--- config.mk ---
export PLATFORM = sky130hd
export DESIGN_NAME = systolic_array_ctrl
export DESIGN_NICKNAME = d
export VERILOG_FILES = /design/src/rtl/systolic_array_ctrl.sv
export SDC_FILE = /design/constraint.sdc
export NUM_CORES = 1
export LEC_CHECK = 0
export ABC_AREA = 1
export ABC_CLOCK_PERIOD_IN_PS = 23200
export CAP_MARGIN = 20
export CORE_AREA = 2 2 316 318
export CTS_CLUSTER_DIAMETER = 40
export CTS_CLUSTER_SIZE = 24
export DETAILED_ROUTE_END_ITERATION = 6
export DIE_AREA = 0 0 318 320
export GPL_ROUTABILITY_DRIVEN = 0
export RECOVER_POWER = 25
export SLEW_MARGIN = 30
export SYNTH_ARGS = -nofsm -noshare
export SYNTH_HDL_FRONTEND = slang
export SYNTH_SLANG_ARGS = --single-unit
--- constraint.sdc ---
create_clock -name clk -period 23.2 [get_ports clk]
set_input_delay 4.64 -clock clk [delete_from_list [all_inputs] [get_ports clk]]
set_output_delay 4.64 -clock clk [all_outputs]
set_load 0.02 [all_outputs]
--- src/rtl/systolic_array_ctrl.sv ---
// Job sequencer for a systolic array: clears the accumulators, streams K operand
// columns/rows with per-lane skew, waits for the array to drain, then captures results.
module systolic_array_ctrl #(
  parameter int WIDTH      = 16,
  parameter int ARR_HEIGHT = 4,
  parameter int ARR_WIDTH  = 4,
  parameter int K_BITS     = 8,
  parameter int PE_LAT     = 1
) (
  input  logic                                  clk,
  input  logic                                  reset,
  input  logic                                  start,
  input  logic [K_BITS-1:0]                     k_len,
  input  logic [1:0]                            simd_mode,
  output logic                                  busy,
  output logic                                  done,
  output logic                                  a_rd_en,
  output logic                                  b_rd_en,
  output logic [K_BITS-1:0]                     a_rd_addr,
  output logic [K_BITS-1:0]                     b_rd_addr,
  input  logic [ARR_HEIGHT*WIDTH-1:0]           a_rd_data,
  input  logic [ARR_WIDTH*WIDTH-1:0]            b_rd_data,
  output logic                                  arr_clear,
  output logic [ARR_HEIGHT*WIDTH-1:0]           arr_in_a,
  output logic [ARR_WIDTH*WIDTH-1:0]            arr_in_b,
  output logic [1:0]                            arr_simd,
  input  logic [ARR_HEIGHT*ARR_WIDTH*WIDTH-1:0] arr_out_c,
  output logic [ARR_HEIGHT*ARR_WIDTH*WIDTH-1:0] result
);

  localparam int DRAIN_LEN = ARR_HEIGHT + ARR_WIDTH + PE_LAT;
  localparam int D_BITS    = $clog2(DRAIN_LEN + 1);
  localparam logic [D_BITS-1:0] DRAIN_LOAD = D_BITS'(DRAIN_LEN - 1);

  typedef enum logic [2:0] {
    S_IDLE,
    S_CLEAR,
    S_FEED,
    S_DRAIN,
    S_DONE
  } state_t;

  state_t                                  state_q, state_d;
  logic [K_BITS-1:0]                       k_len_q, k_len_d;
  logic [K_BITS-1:0]                       k_cnt_q, k_cnt_d;
  logic [D_BITS-1:0]                       drain_q, drain_d;
  logic [1:0]                              simd_q, simd_d;
  logic [ARR_HEIGHT*ARR_WIDTH*WIDTH-1:0]   result_q, result_d;
  logic                                    rd_vld_q, rd_vld_d;

  always_ff @(posedge clk or posedge reset) begin
    if (reset) begin
      state_q  <= S_IDLE;
      k_len_q  <= '0;
      k_cnt_q  <= '0;
      drain_q  <= '0;
      simd_q   <= '0;
      result_q <= '0;
      rd_vld_q <= 1'b0;
    end else begin
      state_q  <= state_d;
      k_len_q  <= k_len_d;
      k_cnt_q  <= k_cnt_d;
      drain_q  <= drain_d;
      simd_q   <= simd_d;
      result_q <= result_d;
      rd_vld_q <= rd_vld_d;
    end
  end

  always_comb begin
    state_d  = state_q;
    k_len_d  = k_len_q;
    k_cnt_d  = k_cnt_q;
    drain_d  = drain_q;
    simd_d   = simd_q;
    result_d = result_q;
    rd_vld_d = (state_q == S_FEED);
    unique case (state_q)
      S_IDLE: begin
        if (start && (k_len != '0)) begin
          state_d = S_CLEAR;
          k_len_d = k_len;
          simd_d  = simd_mode;
        end
      end
      S_CLEAR: begin
        state_d = S_FEED;
        k_cnt_d = '0;
      end
      S_FEED: begin
        // Terminal compare on K-1 keeps the index from ever wrapping at 2^K_BITS-1.
        if (k_cnt_q == k_len_q - K_BITS'(1)) begin
          state_d = S_DRAIN;
          drain_d = DRAIN_LOAD;
        end else begin
          k_cnt_d = k_cnt_q + K_BITS'(1);
        end
      end
      S_DRAIN: begin
        if (drain_q == '0) begin
          state_d  = S_DONE;
          result_d = arr_out_c;
        end else begin
          drain_d = drain_q - D_BITS'(1);
        end
      end
      S_DONE: begin
        state_d = S_IDLE;
      end
      default: begin
        state_d = S_IDLE;
      end
    endcase
  end

  assign busy      = (state_q != S_IDLE);
  assign done      = (state_q == S_DONE);
  assign arr_clear = (state_q == S_CLEAR);
  assign a_rd_en   = (state_q == S_FEED);
  assign b_rd_en   = (state_q == S_FEED);
  assign a_rd_addr = (state_q == S_FEED) ? k_cnt_q : '0;
  assign b_rd_addr = (state_q == S_FEED) ? k_cnt_q : '0;
  assign arr_simd  = simd_q;
  assign result    = result_q;

  // Lanes are zeroed at the chain input, so bubbles propagate as zeros through the skew.
  genvar gi;
  generate
    for (gi = 0; gi < ARR_HEIGHT; gi++) begin : g_a_lane
      logic [WIDTH-1:0] lane_in;
      assign lane_in = rd_vld_q ? a_rd_data[gi*WIDTH +: WIDTH] : '0;
      if (gi == 0) begin : g_direct
        assign arr_in_a[gi*WIDTH +: WIDTH] = lane_in;
      end else begin : g_skew
        logic [WIDTH-1:0] skew_q [gi];
        logic [WIDTH-1:0] skew_d [gi];
        always_comb begin
          skew_d[0] = lane_in;
          for (int s = 1; s < gi; s++) skew_d[s] = skew_q[s-1];
        end
        always_ff @(posedge clk or posedge reset) begin
          if (reset) begin
            for (int s = 0; s < gi; s++) skew_q[s] <= '0;
          end else begin
            for (int s = 0; s < gi; s++) skew_q[s] <= skew_d[s];
          end
        end
        assign arr_in_a[gi*WIDTH +: WIDTH] = skew_q[gi-1];
      end
    end

    for (gi = 0; gi < ARR_WIDTH; gi++) begin : g_b_lane
      logic [WIDTH-1:0] lane_in;
      assign lane_in = rd_vld_q ? b_rd_data[gi*WIDTH +: WIDTH] : '0;
      if (gi == 0) begin : g_direct
        assign arr_in_b[gi*WIDTH +: WIDTH] = lane_in;
      end else begin : g_skew
        logic [WIDTH-1:0] skew_q [gi];
        logic [WIDTH-1:0] skew_d [gi];
        always_comb begin
          skew_d[0] = lane_in;
          for (int s = 1; s < gi; s++) skew_d[s] = skew_q[s-1];
        end
        always_ff @(posedge clk or posedge reset) begin
          if (reset) begin
            for (int s = 0; s < gi; s++) skew_q[s] <= '0;
          end else begin
            for (int s = 0; s < gi; s++) skew_q[s] <= skew_d[s];
          end
        end
        assign arr_in_b[gi*WIDTH +: WIDTH] = skew_q[gi-1];
      end
    end
  endgenerate

endmodule

# [Word level (Yosys, flattened, before mapping)]
# Cells that the tools add are included.
[totals] elab_cells=62 out_inout_bits=407 regBits=474
[classes] n_mux=18 reduce_logical=12 add_sub_neg=3 n_eq_ne=10
[ops] op="2-to-1 mux 16 bit" n=8
[ops] op="2-to-1 mux 8 bit" n=2
[ops] op="case mux 8 bit (2 select lines)" n=1
[ops] op="case mux 3 bit (4 select lines)" n=1
[ops] op="2-to-1 mux 3 bit" n=3
[ops] op="adder 8 x 1 -> 8 bit, second input constant" n=1
[ops] op="== test 8 bit" n=1
[ops] op="2-to-1 mux 4 bit" n=2
[ops] op="!= test 2 bit, second input constant" n=4
[ops] op="case mux 4 bit (2 select lines)" n=1
[ops] op="nonzero test 8 bit" n=1
[ops] op="subtractor 8 x 1 -> 8 bit, second input constant" n=1
[ops] op="== test 3 x 2 -> 1 bit, second input constant" n=2
[ops] op="AND reduction 2 bit" n=3
[ops] op="AND reduction 3 bit" n=2
[ops] op="logical NOT 4 bit" n=1
[ops] op="nonzero test 2 bit" n=2
[ops] op="subtractor 4 x 1 -> 4 bit, second input constant" n=1
[ops] op="== test 3 x 1 -> 1 bit, second input constant" n=1
[ops] op="== test 3 bit, second input constant" n=1
[ops] op="logical NOT 3 bit" n=1
[ops] op="nonzero test 3 bit" n=1
[ops] op="!= test 2 x 1 -> 1 bit, second input constant" n=1
[ops] op="logical AND 1 bit" n=1

# [Logic depth before layout (Yosys ltp)]
# Gate-level depths: netlist of run 1.
[logic_depth] ltp_word=4 mapped_depth=14 ltp_nobuf=14

# [Worst setup path before layout of run 1]
# OpenSTA, ideal clock, no wires.
[synth_path] path_kind="input port to output port" start="in a_rd_data[0]" end="out arr_in_a[0]" path_buffers=0 required_ns=18.560 path_slack_ns=13.732 arrival_ns=4.828 cell_stages=2 cell_sequence="nand2_1 -> inv_1"
[synth_via] elab_chain_cells=1
[synth_lines] element="start, declared" line_no="21" text="input logic [ARR_HEIGHT*WIDTH-1:0] a_rd_data,"
[synth_lines] element="2-to-1 mux 16 bit" line_no="132" text="assign lane_in = rd_vld_q ? a_rd_data[gi*WIDTH +: WIDTH] : '0;"
[synth_lines] element="end, declared" line_no="24" text="output logic [ARR_HEIGHT*WIDTH-1:0] arr_in_a,"
# Every way passes these cells.

# [Worst setup path in the final report of run 1]
[layout_path] start="reg state_q[2]" end="reg result_q[194], in the netlist result[194]"
[layout_via] elab_chain_cells=2
[layout_lines] element="start, declared" line_no="43" text="state_t state_q, state_d;"
[layout_lines] element="start signal, assigned" line_no="61" text="state_q <= state_d;"
[layout_lines] element="== test 3 x 2 -> 1 bit" line_no="79" text="unique case (state_q)"
[layout_lines] element="AND reduction 2 bit (no source line)"
[layout_lines] element="end signal, assigned" line_no="66" text="result_q <= result_d;"
[layout_lines] element="end, declared" line_no="48" text="logic [ARR_HEIGHT*ARR_WIDTH*WIDTH-1:0] result_q, result_d;"
# Every way passes these cells.
# A chain may end at the register's enable or synchronous reset.

==> results_tabular.tex, run 1 <==
\begin{tabular}{lr}
\hline
Metric & Value \\
\hline
\multicolumn{2}{l}{\textbf{Timing}} \\
Number of endpoints failing setup at the final stage & 0 \\
Sum of negative setup slack & 0 ns \\
Final clock period utilization by the worst path & 47.0\% \\
Slew at the pin closest to its max-slew limit & 8.12 ns \\
Fin Clk Skew & 0.0193 ns \\
Headroom to the max-slew limit & -442\% \\
Unrepaired setup endpoints after global routing & false \\
Slack of the critical path & 12.29 ns \\
Highest clock frequency the design can meet & 91.7 MHz \\
Final number of hold-violating endpoints & 0 \\
Crit path time final & 10.91 ns \\
Max-slew violations & 261 \\
\multicolumn{2}{l}{\textbf{Logic synthesis}} \\
Yosys warns & 0 \\
Post-synth top area share & 69.1\% \\
Post-synthesis share of cell area spent on xor and xnor gates & 0.510\% \\
Adder and majority cell fraction of the synthesized area & 0.292\% \\
Fraction of the yosys area taken by sequential cells & 69.1\% \\
Net count of the mapped netlist & 2190 \\
Post-Syn Instances & 1789 \\
Largest cells by area after synthesis & sky130\_fd\_sc\_hd\_\_dfrtp\_1, sky130\_fd\_sc\_hd\_\_nand2\_1, sky130\_fd\_sc\_hd\_\_inv\_1, sky130\_fd\_sc\_hd\_\_buf\_4, sky130\_fd\_sc\_hd\_\_buf\_2 \\
Count of cell types in the netlist & 26 \\
Largest family of logic cells by synthesized area & simple AND/OR/NAND/NOR gates \\
Mean cell area of the mapped netlist & 9.59 µm² \\
Summed instance area of the synthesized netlist & 17200 µm² \\
Share of synthesized area spent on multiplexers & 0\% \\
Largest area contributor in the synthesized netlist & sky130\_fd\_sc\_hd\_\_dfrtp\_1 \\
Compound-cell area share of the yosys netlist & 0.365\% \\
Count of state elements after synthesis & 474 \\
Share of synthesized cell area in and, or, nand and nor gates & 23.3\% \\
\multicolumn{2}{l}{\textbf{Global routing}} \\
Number of antenna violations at the first check in global routing & 21 \\
Sum of overflow across all layers after global routing & 0 \\
Pin count of the biggest net entering global routing & 172 \\
Global router's overall resource usage & 13.2\% \\
Global-route wire length before repair & 101000 µm \\
Via count of the first global-routing pass & 15.1k \\
\multicolumn{2}{l}{\textbf{CTS}} \\
Post-cts hold buffer count & 0 \\
Buffers inserted by post-CTS timing repair & 0 \\
Inserted Clock Buffers & 85 \\
CTS tree & yes \\
Clock latency reported for the late side of the worst-skew pair & 0.64 ns \\
Clk sink count & 474 \\
CTS Buffer Depth & 3 \\
CTS-repair resized insts & 0 \\
CTS Root Buffer Type & sky130\_fd\_sc\_hd\_\_clkbuf\_16 \\
Clock-pin slew reported for the worst setup and hold paths after clock tree synthesis & 0.06 ns \\
Deepest level of the CTS H-tree & 3 \\
\multicolumn{2}{l}{\textbf{Critical path}} \\
Required time at the worst-slack endpoint & 23.76 ns \\
WP data arrival & 11.46 ns \\
R2R depth & 7 \\
CP Launch Type & flip-flop \\
Worst Setup Path Type & reg -> reg \\
Critical Path Fanout Max & 171 \\
Crit path capture type & flip-flop \\
\multicolumn{2}{l}{\textbf{Drt}} \\
Vias/cell & 3.69 \\
Drc violations & 0 \\
Vias & 14.6k \\
Total iterations of the first detailed-routing run & 5 \\
Final wirelength & 68600 µm \\
Routed WL per cell & 17.3 µm \\
Violation count after the first detailed-route iteration & 843 \\
Remaining number of nets flagged by the antenna check after routing & 0 \\
\multicolumn{2}{l}{\textbf{Run}} \\
Maximum Capacitance Violations & 2 \\
\multicolumn{2}{l}{\textbf{Status}} \\
Violations in the final reports & max-capacitance violations, max-slew violations \\
Result of the run & complete, but fails checks \\
\multicolumn{2}{l}{\textbf{Pwr}} \\
Maximum ir drop on the vdd rail & 0.0513 mV \\
Static leakage & 13.5 nW \\
Power Dens Cells & 77.6 nW/µm² \\
Pwr Total & 2.29 mW \\
\multicolumn{2}{l}{\textbf{Worst hold path}} \\
Hold/Removal Path Class & reg -> reg \\
Cell depth of the worst hold path & 0 \\
\multicolumn{2}{l}{\textbf{Final layout}} \\
Area added between synthesis and finish & 71.7\% \\
Finished layout cell area & 29500 µm² \\
Net count reported at finish & 3007 \\
Layout cell share with drive strength beyond 1 & 6.13\% \\
\multicolumn{2}{l}{\textbf{Place}} \\
Port Buffers & 803 \\
DPL Wire Length & 51000 µm \\
Setup slack at placement & 12.60 ns \\
DP Area & 26400 µm² \\
\multicolumn{2}{l}{\textbf{Die}} \\
Starting utilization of the core area & 17.5\% \\
Row cnt & 115 \\
Ports placed on the boundary & 804 \\
Width of the die & 318 µm \\
Die Footprint & 102000 µm² \\
Core ar. & 98000 µm² \\
Die height & 320 µm \\
\hline
\end{tabular}
## worst max-delay path: stages (launching register included)
cell and delay, ns:
sky130_fd_sc_hd__dfrtp_1 0.41, sky130_fd_sc_hd__nor3_1 0.37, sky130_fd_sc_hd__clkinv_1 0.20, sky130_fd_sc_hd__nor2_1 0.35
sky130_fd_sc_hd__clkbuf_1 5.46, sky130_fd_sc_hd__clkbuf_1 3.05, sky130_fd_sc_hd__nand2_1 0.63, sky130_fd_sc_hd__nand2_1 0.23
## cells by family (layout without fill, tap and decap cells)
logic type	count (synthesis)	count (layout)
AND/OR/NAND/NOR	1042	1042
flip-flops	474	474
buffers and inverters	247	1133
AO/OA/AOI/OAI	12	12
XOR/XNOR	10	10
adder cells (fa/ha/maj)	4	4
other	0	3
## registers in the layout, summed over array words and instances, names as in the netlist
| signal | count |
|---|---|
| g_a_lane.g_skew.skew_d | 48 |
| g_a_lane.g_skew.skew_q | 16 |
| arr_in_b | 32 |
| arr_in_a | 32 |
| g_b_lane.g_skew.skew_d | 48 |
| rd_vld_q | 1 |
| k_cnt_q | 8 |
| state_q | 3 |
| result | 256 |
| drain_q | 4 |
| k_len_q | 8 |
| g_b_lane.g_skew.skew_q | 16 |
| arr_simd | 2 |
## metrics by stage
step / cells / util [%] / hold WS, ns
4_1_cts: 3961 / 30.1 / 0.341
5_1_grt: 3963 / 30.1 / 0.343
2_1_floorplan: 1789 / - / 0.331
3_3_place_gp: 3805 / 27.0 / 0.331
6_report: 3965 / 30.1 / 0.342
3_5_place_dp: 3805 / 27.0 / 0.335
## path summary, 6_finish.rpt
kind	end	from	slack [ns]
min in group asynchronous	result[81]	reset	4.54
max in group asynchronous	arr_in_b[38]	reset	16.80
worst max register to register	result[194]	state_q[2]	12.29
worst min register to register	arr_in_a[38]	g_a_lane[2].g_skew.skew_d[6]	0.34
worst min-delay path	arr_in_a[38]	g_a_lane[2].g_skew.skew_d[6]	0.34
worst max-delay path	result[194]	state_q[2]	12.29
## synth_stat cells
library cell               instances
sky130_fd_sc_hd__nand2_1         959
sky130_fd_sc_hd__dfrtp_1         474
sky130_fd_sc_hd__inv_1           159
sky130_fd_sc_hd__nor2_1           42
sky130_fd_sc_hd__buf_2            33
sky130_fd_sc_hd__buf_4            32
sky130_fd_sc_hd__nand3_1          26
sky130_fd_sc_hd__clkbuf_1         17
sky130_fd_sc_hd__a21oi_1           6
sky130_fd_sc_hd__o21ai_0           5
sky130_fd_sc_hd__xnor2_1           5
sky130_fd_sc_hd__xor2_1            5
sky130_fd_sc_hd__ha_1              4
sky130_fd_sc_hd__inv_2             4
sky130_fd_sc_hd__nor4_1            4
sky130_fd_sc_hd__nor3_1            3
sky130_fd_sc_hd__nor2_2            2
sky130_fd_sc_hd__a21boi_0          1
sky130_fd_sc_hd__buf_6             1
sky130_fd_sc_hd__clkinv_1          1
sky130_fd_sc_hd__nand2_2           1
sky130_fd_sc_hd__nand3_2           1
sky130_fd_sc_hd__nor2_4            1
sky130_fd_sc_hd__nor3_2            1
sky130_fd_sc_hd__nor3_4            1
sky130_fd_sc_hd__or2_2             1
## routing by layer
metal	GRT usage (%)	up-vias	part of all wire, %
met5	0	-	0.31
met4	3.62	32	2.0
met3	6.14	119	9.9
met2	21.2	598	46
met1	15.9	6951	41
li1	-	6942	-
## where the power goes
part	internal, mW	switching, mW	total [mW]
clock	0.819	0.483	1.30
sequential	0.845	0.00509	0.850
combinational	0.0785	0.0557	0.134
## area by class of cell
class	instances	area [µm²]
Clock buffer	100	2250
Antenna cell	3	7.51
Inverter	164	636
Clock inverter	56	758
Fill cell	10200	68500
Sequential cell	474	11900
Timing Repair Buffer	813	8150
Tap cell	1287	1610
Multi-Input combinational cell	1068	4170
## cell usage in the layout, fill, tap and decap left out, drive strengths merged, types with 5 or more instances in the layout
cell type	instances
clkinv	18
nor2	45
o21ai	5
xor2	5
xnor2	5
nor3	5
dlygate4sd3	91
clkdlybuf4s50	712
nand2	960
a21oi	6
inv	189
clkbuf	102
buf	8
nand3	27
dfrtp	474
bufinv	9
Power figures use the tool's default switching activity.
==> run 2: changes to the inputs <==
- ABC_CLOCK_PERIOD_IN_PS: 23200 -> 9600
- clock period: 23.2 -> 9.6 ns (I/O delays scaled with it)
==> run 2 against run 1 <==
Effect of this change:
- the flow still finishes with violations (max-capacitance violations, max-slew violations)
- routed wire length fell by 0.14%
- sequential cell count is the same
- global-route usage about the same
- cell count up 0.38%
- clock-buffer cell count grew 3
- register-to-register slack worse by 6.9 ns
- via count decreased by 0.89%
- clock power rose to 2.6 times the previous value
- combinational power is 150% higher
- critical endpoint is now arr_in_b[8]
- largest cell class unchanged
- largest power group unchanged
==> results_tabular.tex, run 2 (synthesized netlist as in run 1, its figures left out) <==
\begin{tabular}{lr}
\hline
Metric & Value \\
\hline
\multicolumn{2}{l}{\textbf{CTS}} \\
Deepest level of the CTS H-tree & 3 (unchanged) \\
Clock latency reported for the late side of the worst-skew pair & 0.64 ns (about the same) \\
Inserted Clock Buffers & 90 (+5.9\%) \\
Buffers inserted by post-CTS timing repair & 0 (unchanged) \\
Clk sink count & 474 (unchanged) \\
Post-cts hold buffer count & 0 (unchanged) \\
CTS Buffer Depth & 3 (unchanged) \\
Clock-pin slew reported for the worst setup and hold paths after clock tree synthesis & 0.06 ns (about the same) \\
CTS tree & yes \\
CTS Root Buffer Type & sky130\_fd\_sc\_hd\_\_clkbuf\_16 \\
CTS-repair resized insts & 0 (unchanged) \\
\multicolumn{2}{l}{\textbf{Drt}} \\
Violation count after the first detailed-route iteration & 752 (-11\%) \\
Drc violations & 0 (unchanged) \\
Vias/cell & 3.65 (-1.3\%) \\
Remaining number of nets flagged by the antenna check after routing & 0 (unchanged) \\
Final wirelength & 68500 µm (-0.14\%) \\
Routed WL per cell & 17.2 µm (-0.51\%) \\
Vias & 14.5k (-0.89\%) \\
Total iterations of the first detailed-routing run & 5 (unchanged) \\
\multicolumn{2}{l}{\textbf{Timing}} \\
Slack of the critical path & 3.93 ns (-8.37 ns) \\
Slew at the pin closest to its max-slew limit & 2.36 ns (-5.76 ns) \\
Crit path time final & 5.67 ns \\
Worst hold slack across all endpoints & 0.329 ns (-0.0127 ns) \\
Number of endpoints failing setup at the final stage & 0 (unchanged) \\
Headroom to the max-slew limit & -57.4\% (+380 points) \\
Max-slew violations & 73 (-72\%) \\
Fin Clk Skew & 0.0195 ns (+0.000218 ns) \\
Final number of hold-violating endpoints & 0 (unchanged) \\
Final clock period utilization by the worst path & 59.1\% \\
Sum of negative setup slack & 0 ns (unchanged) \\
Highest clock frequency the design can meet & 176 MHz \\
Unrepaired setup endpoints after global routing & false \\
\multicolumn{2}{l}{\textbf{Place}} \\
Setup slack at placement & 4.46 ns (-8.14 ns) \\
Port Buffers & 803 (unchanged) \\
DPL Wire Length & 51700 µm (+1.4\%) \\
\multicolumn{2}{l}{\textbf{Run}} \\
Maximum Capacitance Violations & 2 (unchanged) \\
\multicolumn{2}{l}{\textbf{Die}} \\
Core ar. & 98000 µm² (unchanged) \\
Ports placed on the boundary & 804 (unchanged) \\
Width of the die & 318 µm (unchanged) \\
Row cnt & 115 (unchanged) \\
Die height & 320 µm (unchanged) \\
Starting utilization of the core area & 17.5\% (unchanged) \\
Die Footprint & 102000 µm² (unchanged) \\
\multicolumn{2}{l}{\textbf{Final layout}} \\
Area added between synthesis and finish & 73.0\% \\
Max reg flops & 256 (unchanged) \\
Most common library cell in the layout ignoring fill and taps & sky130\_fd\_sc\_hd\_\_nand2\_1 \\
Net count reported at finish & 3014 (+0.23\%) \\
Layout cell share with drive strength beyond 1 & 6.69\% (+0.56 points) \\
Most frequent cells in the layout & sky130\_fd\_sc\_hd\_\_nand2\_1, sky130\_fd\_sc\_hd\_\_clkdlybuf4s50\_1, sky130\_fd\_sc\_hd\_\_dfrtp\_1 \\
\multicolumn{2}{l}{\textbf{Global routing}} \\
Global-route wire length before repair & 99400 µm (-1.1\%) \\
Sum of overflow across all layers after global routing & 0 (unchanged) \\
Number of antenna violations at the first check in global routing & 20 (-4.8\%) \\
Via count of the first global-routing pass & 14.8k (-1.7\%) \\
Global router's overall resource usage & 13.2\% (-0.033 points) \\
Pin count of the biggest net entering global routing & 156 (-9.3\%) \\
\multicolumn{2}{l}{\textbf{Pwr}} \\
Clock power frac & 58.2\% (+1.2 points) \\
Reg power frac & 36.0\% (-1.2 points) \\
Static leakage & 13.6 nW (+0.60\%) \\
Net switching power figure & 1.32 mW (+140\%) \\
Share of total power in combinational logic & 5.8\% (about the same) \\
Internal Power & 4.38 mW (+150\%) \\
Maximum ir drop on the vdd rail & 0.116 mV (+130\%) \\
Switching share of total power & 23.2\% (-0.61 points) \\
Power Dens Cells & 192 nW/µm² (+150\%) \\
\multicolumn{2}{l}{\textbf{Critical path}} \\
Required time at the worst-slack endpoint & 7.68 ns (-16.08 ns) \\
Worst Setup Path Type & reg -> out \\
Critical Path Fanout Max & 86 (-50\%) \\
Crit path capture type & output port \\
WP data arrival & 3.75 ns (-7.71 ns) \\
CP Launch Type & flip-flop \\
\multicolumn{2}{l}{\textbf{Status}} \\
Result of the run & complete, but fails checks \\
Violations in the final reports & max-capacitance violations, max-slew violations \\
\multicolumn{2}{l}{\textbf{Worst hold path}} \\
Hold/Removal Path Class & reg -> reg \\
\hline
\end{tabular}
## run 2: cell types whose count changed in the layout (fill, tap and decap cells not counted), sizes merged
| cell | delta |
|---|---|
| bufinv | +3 |
| buf | +2 |
| dlygate4sd3 | -53 |
| clkbuf | +3 |
| clkdlybuf4s50 | +53 |
| clkinv | +2 |
| clkinvlp | +8 |
| inv | -3 |
## run 2: area by class of cell
| type | instances | area, µm² |
|---|---|---|
| Tap cell | 1287 | 1610 |
| Multi-Input combinational cell | 1068 | 4170 |
| Inverter | 164 | 624 |
| Sequential cell | 474 | 11900 |
| Timing Repair Buffer | 815 | 8170 |
| Antenna cell | 3 | 7.51 |
| Clock inverter | 66 | 867 |
| Fill cell | 10100 | 68300 |
| Clock buffer | 103 | 2370 |
## run 2: power by group through the flow
stage / clock network (mW) / registers (mW) / logic [mW]
after global routing: 3.50 / 2.06 / 0.360
after global placement: 0 / 2.09 / 0.341
after floorplan: 0 / 2.11 / 0.0591
final: 3.32 / 2.05 / 0.331
after CTS: 3.42 / 2.05 / 0.343
after detailed placement: 0 / 2.09 / 0.341
## run 2: metrics by stage
| stage | util [%] | instance area, µm² | power [mW] | instances |
|---|---|---|---|---|
| final | 30.3 | 29700 | 5.70 | 3980 |
| after global placement | 27.0 | 26500 | 2.43 | 3807 |
| after global routing | 30.3 | 29700 | 5.92 | 3978 |
| after detailed placement | 27.0 | 26500 | 2.43 | 3807 |
| after CTS | 30.3 | 29700 | 5.81 | 3976 |
| after floorplan | - | 17200 | 2.17 | 1789 |
## run 2: path summary, 6_finish.rpt
kind / slack (ns) / end / start / cells after the start
worst max-delay path: 3.93 / arr_in_b[8] / rd_vld_q / 4
worst min-delay path: 0.33 / g_b_lane[3].g_skew.skew_d[7] / g_b_lane[3].g_skew.skew_d[23] / 0
worst max register to register: 5.40 / result[162] / state_q[2] / 7
worst min register to register: 0.33 / g_b_lane[3].g_skew.skew_d[7] / g_b_lane[3].g_skew.skew_d[23] / 0
max in group asynchronous: 4.70 / g_b_lane[3].g_skew.skew_d[2] / reset / 4
min in group asynchronous: 2.02 / result[187] / reset / 2
## run 2: per-layer routing
metal  track usage, %  wire length, µm  vias to the layer above
met5                0              207                        -
met4             5.54             2390                       32
met3             5.70             6420                      146
met2             21.3            32000                      615
met1             15.3            27400                     6769
li1                 -                -                     6950
## run 2: critical path, cell delays in order, from the launching register on
cell	delay, ns
sky130_fd_sc_hd__dfrtp_1	1.30
sky130_fd_sc_hd__buf_4	0.79
sky130_fd_sc_hd__nand2_1	0.25
sky130_fd_sc_hd__inv_1	0.11
sky130_fd_sc_hd__clkdlybuf4s50_1	0.61
==> run 3: changes to the inputs <==
- ABC_CLOCK_PERIOD_IN_PS: 9600 -> 5200
- clock period: 9.6 -> 5.2 ns (I/O delays scaled with it)
==> run 3 against run 2 <==
Effect of this change:
- the run still ends with max-capacitance violations, max-slew violations left
- sequential cell count stayed put
- worst hold slack improved by 0.0033 ns
- register-to-register slack got worse by 4.1 ns
- highest routed layer unchanged
- first-iteration DRC count increased by 0.53%
- routed wire length grew 1.8%
- critical path depth increased by 2
- utilization increased by 0.11 points
==> results_tabular.tex, run 3 (synthesized netlist as in run 1, its figures left out) <==
\begin{tabular}{lr}
\hline
Metric & Value \\
\hline
\multicolumn{2}{l}{\textbf{Drt}} \\
Drc violations & 0 (unchanged) \\
Violation count after the first detailed-route iteration & 756 (+0.53\%) \\
Remaining number of nets flagged by the antenna check after routing & 0 (unchanged) \\
Final wirelength & 69700 µm (+1.8\%) \\
Routed WL per cell & 17.5 µm (+1.4\%) \\
Total iterations of the first detailed-routing run & 4 (-1) \\
Vias/cell & 3.67 (+0.76\%) \\
Vias & 14.7k (+1.1\%) \\
\multicolumn{2}{l}{\textbf{CTS}} \\
Deepest level of the CTS H-tree & 3 (unchanged) \\
CTS Buffer Depth & 3 (unchanged) \\
Post-cts hold buffer count & 0 (unchanged) \\
CTS tree & yes \\
Buffers inserted by post-CTS timing repair & 0 (unchanged) \\
Inserted Clock Buffers & 93 (+3.3\%) \\
Clk sink count & 474 (unchanged) \\
Clock-pin slew reported for the worst setup and hold paths after clock tree synthesis & 0.06 ns (about the same) \\
Clock latency reported for the late side of the worst-skew pair & 0.63 ns (about the same) \\
CTS-repair resized insts & 0 (unchanged) \\
CTS Root Buffer Type & sky130\_fd\_sc\_hd\_\_clkbuf\_16 \\
\multicolumn{2}{l}{\textbf{Die}} \\
Die Footprint & 102000 µm² (unchanged) \\
Width of the die & 318 µm (unchanged) \\
Ports placed on the boundary & 804 (unchanged) \\
Starting utilization of the core area & 17.5\% (unchanged) \\
Core ar. & 98000 µm² (unchanged) \\
Row cnt & 115 (unchanged) \\
Die height & 320 µm (unchanged) \\
\multicolumn{2}{l}{\textbf{Global routing}} \\
Global router's overall resource usage & 13.5\% (+0.29 points) \\
Global-route wire length before repair & 102000 µm (+2.9\%) \\
Pin count of the biggest net entering global routing & 137 (-12\%) \\
Sum of overflow across all layers after global routing & 0 (unchanged) \\
Number of antenna violations at the first check in global routing & 20 (unchanged) \\
Via count of the first global-routing pass & 15.4k (+4.3\%) \\
\multicolumn{2}{l}{\textbf{Status}} \\
Result of the run & complete, but fails checks \\
Violations in the final reports & max-capacitance violations, max-slew violations \\
\multicolumn{2}{l}{\textbf{Timing}} \\
Final clock period utilization by the worst path & 75.9\% \\
Final number of hold-violating endpoints & 0 (unchanged) \\
Crit path time final & 3.94 ns \\
Fin Clk Skew & 0.0192 ns (-0.000304 ns) \\
Max-slew violations & 310 (+320\%) \\
Unrepaired setup endpoints after global routing & false \\
Slew at the pin closest to its max-slew limit & 2.72 ns (+0.359 ns) \\
Highest clock frequency the design can meet & 253 MHz \\
Number of endpoints failing setup at the final stage & 0 (unchanged) \\
Headroom to the max-slew limit & -81.3\% (-24 points) \\
Sum of negative setup slack & 0 ns (unchanged) \\
\multicolumn{2}{l}{\textbf{Critical path}} \\
Crit Reg-Reg Startpoint & state\_q[2] \\
Required time at the worst-slack endpoint & 5.74 ns (-1.94 ns) \\
WP data arrival & 4.49 ns (+0.74 ns) \\
Critical Path Fanout Max & 122 (+42\%) \\
Crit path capture type & flip-flop \\
Critical path startpoint & state\_q[2] \\
Worst Setup Path Type & reg -> reg \\
CP Launch Type & flip-flop \\
\multicolumn{2}{l}{\textbf{Final layout}} \\
Area added between synthesis and finish & 73.6\% \\
Finished layout cell area & 29800 µm² (+0.38\%) \\
Most common library cell in the layout ignoring fill and taps & sky130\_fd\_sc\_hd\_\_nand2\_1 \\
Final standard cell count with taps included and fillers excluded & 3993 (+0.33\%) \\
Layout cell share with drive strength beyond 1 & 7.07\% (+0.37 points) \\
Final standard cell utilization of the core & 30.4\% (+0.11 points) \\
Most frequent cells in the layout & sky130\_fd\_sc\_hd\_\_nand2\_1, sky130\_fd\_sc\_hd\_\_clkdlybuf4s50\_1, sky130\_fd\_sc\_hd\_\_dfrtp\_1 \\
Number of filler cells placed in the layout & 10.2k (+0.32\%) \\
Max reg flops & 256 (unchanged) \\
Net count reported at finish & 3028 (+0.46\%) \\
\multicolumn{2}{l}{\textbf{Worst hold path}} \\
Startpoint of the lowest-slack hold path & g\_a\_lane[3].g\_skew.skew\_d[26] \\
Hold/Removal Path Class & reg -> reg \\
\multicolumn{2}{l}{\textbf{Pwr}} \\
Power Dens Cells & 354 nW/µm² (+84\%) \\
Static leakage & 13.7 nW (+0.46\%) \\
Maximum ir drop on the vdd rail & 0.218 mV (+87\%) \\
\multicolumn{2}{l}{\textbf{Place}} \\
DP Area & 26600 µm² (+0.53\%) \\
Total instance count after detailed placement & 3819 (+0.32\%) \\
DPL Wire Length & 52900 µm (+2.4\%) \\
Port Buffers & 803 (unchanged) \\
\multicolumn{2}{l}{\textbf{Run}} \\
Maximum Capacitance Violations & 5 (+3) \\
\hline
\end{tabular}
run 3: cell count changes in the layout (fill, tap and decap cells not counted), moves of 7 or more:
cell                              change
sky130_fd_sc_hd__dlygate4sd3_1       -37
sky130_fd_sc_hd__clkbuf_1             +8
sky130_fd_sc_hd__clkdlybuf4s50_1     +37
sky130_fd_sc_hd__inv_6                -7
sky130_fd_sc_hd__clkinv_4             +8
run 3: area by class of cell:
class | count | area, µm² | area share [%]
sequential | 474 | 11900 | 39.8
timing repair buffer | 826 | 8230 | 27.6
multi-input combinational | 1068 | 4190 | 14.1
clock buffer | 113 | 2560 | 8.61
tap | 1287 | 1610 | 5.41
clock inverter | 58 | 693 | 2.33
inverter | 164 | 624 | 2.10
antenna | 3 | 7.51 | 0.0252
run 3: metal layers:
| metal | vias to the layer above | global-route usage (%) | routed length [µm] |
|---|---|---|---|
| met2 | 586 | 22.3 | 33400 |
| li1 | 6983 | - | - |
| met3 | 130 | 5.98 | 6360 |
| met1 | 6941 | 15.7 | 27900 |
| met5 | - | 0 | 197 |
| met4 | 30 | 3.99 | 1820 |
run 3: power breakdown:
group | total (mW) | switching, mW | leakage [nW] | internal, mW
Clock | 6.14 | 2.13 | 1.60 | 4.01
Combinational | 0.621 | 0.252 | 7.29 | 0.369
Sequential | 3.79 | 0.0229 | 4.79 | 3.77
run 3: through the flow:
step                hold slack, ns  setup WS (ns)  power [mW]
global route                 0.341          0.829        11.0
CTS                          0.329           1.15        10.7
finish                       0.333           1.26        10.6
detailed placement           0.335           1.82        4.49
global placement             0.331           1.84        4.48
floorplan                    0.331          -2.26        4.01
run 3: worst paths after layout:
path                       cells past startpoint                            end  slack (ns)
min in group asynchronous                      2                    result[188]        1.24
min reg2reg                                    0  g_a_lane[3].g_skew.skew_d[10]        0.33
min                                            0  g_a_lane[3].g_skew.skew_d[10]        0.33
max reg2reg                                    6                     result[85]        1.26
max in group asynchronous                      3                      result[6]        1.35
max                                            6                     result[85]        1.26
run 3: worst max-delay path, stage by stage (launching register included):
cell	delay, ns
sky130_fd_sc_hd__dfrtp_1	0.44
sky130_fd_sc_hd__nor3_4	0.25
sky130_fd_sc_hd__inv_2	0.09
sky130_fd_sc_hd__nor2_1	0.15
sky130_fd_sc_hd__clkbuf_2	1.78
sky130_fd_sc_hd__nand2_1	0.64
sky130_fd_sc_hd__nand2_1	0.23
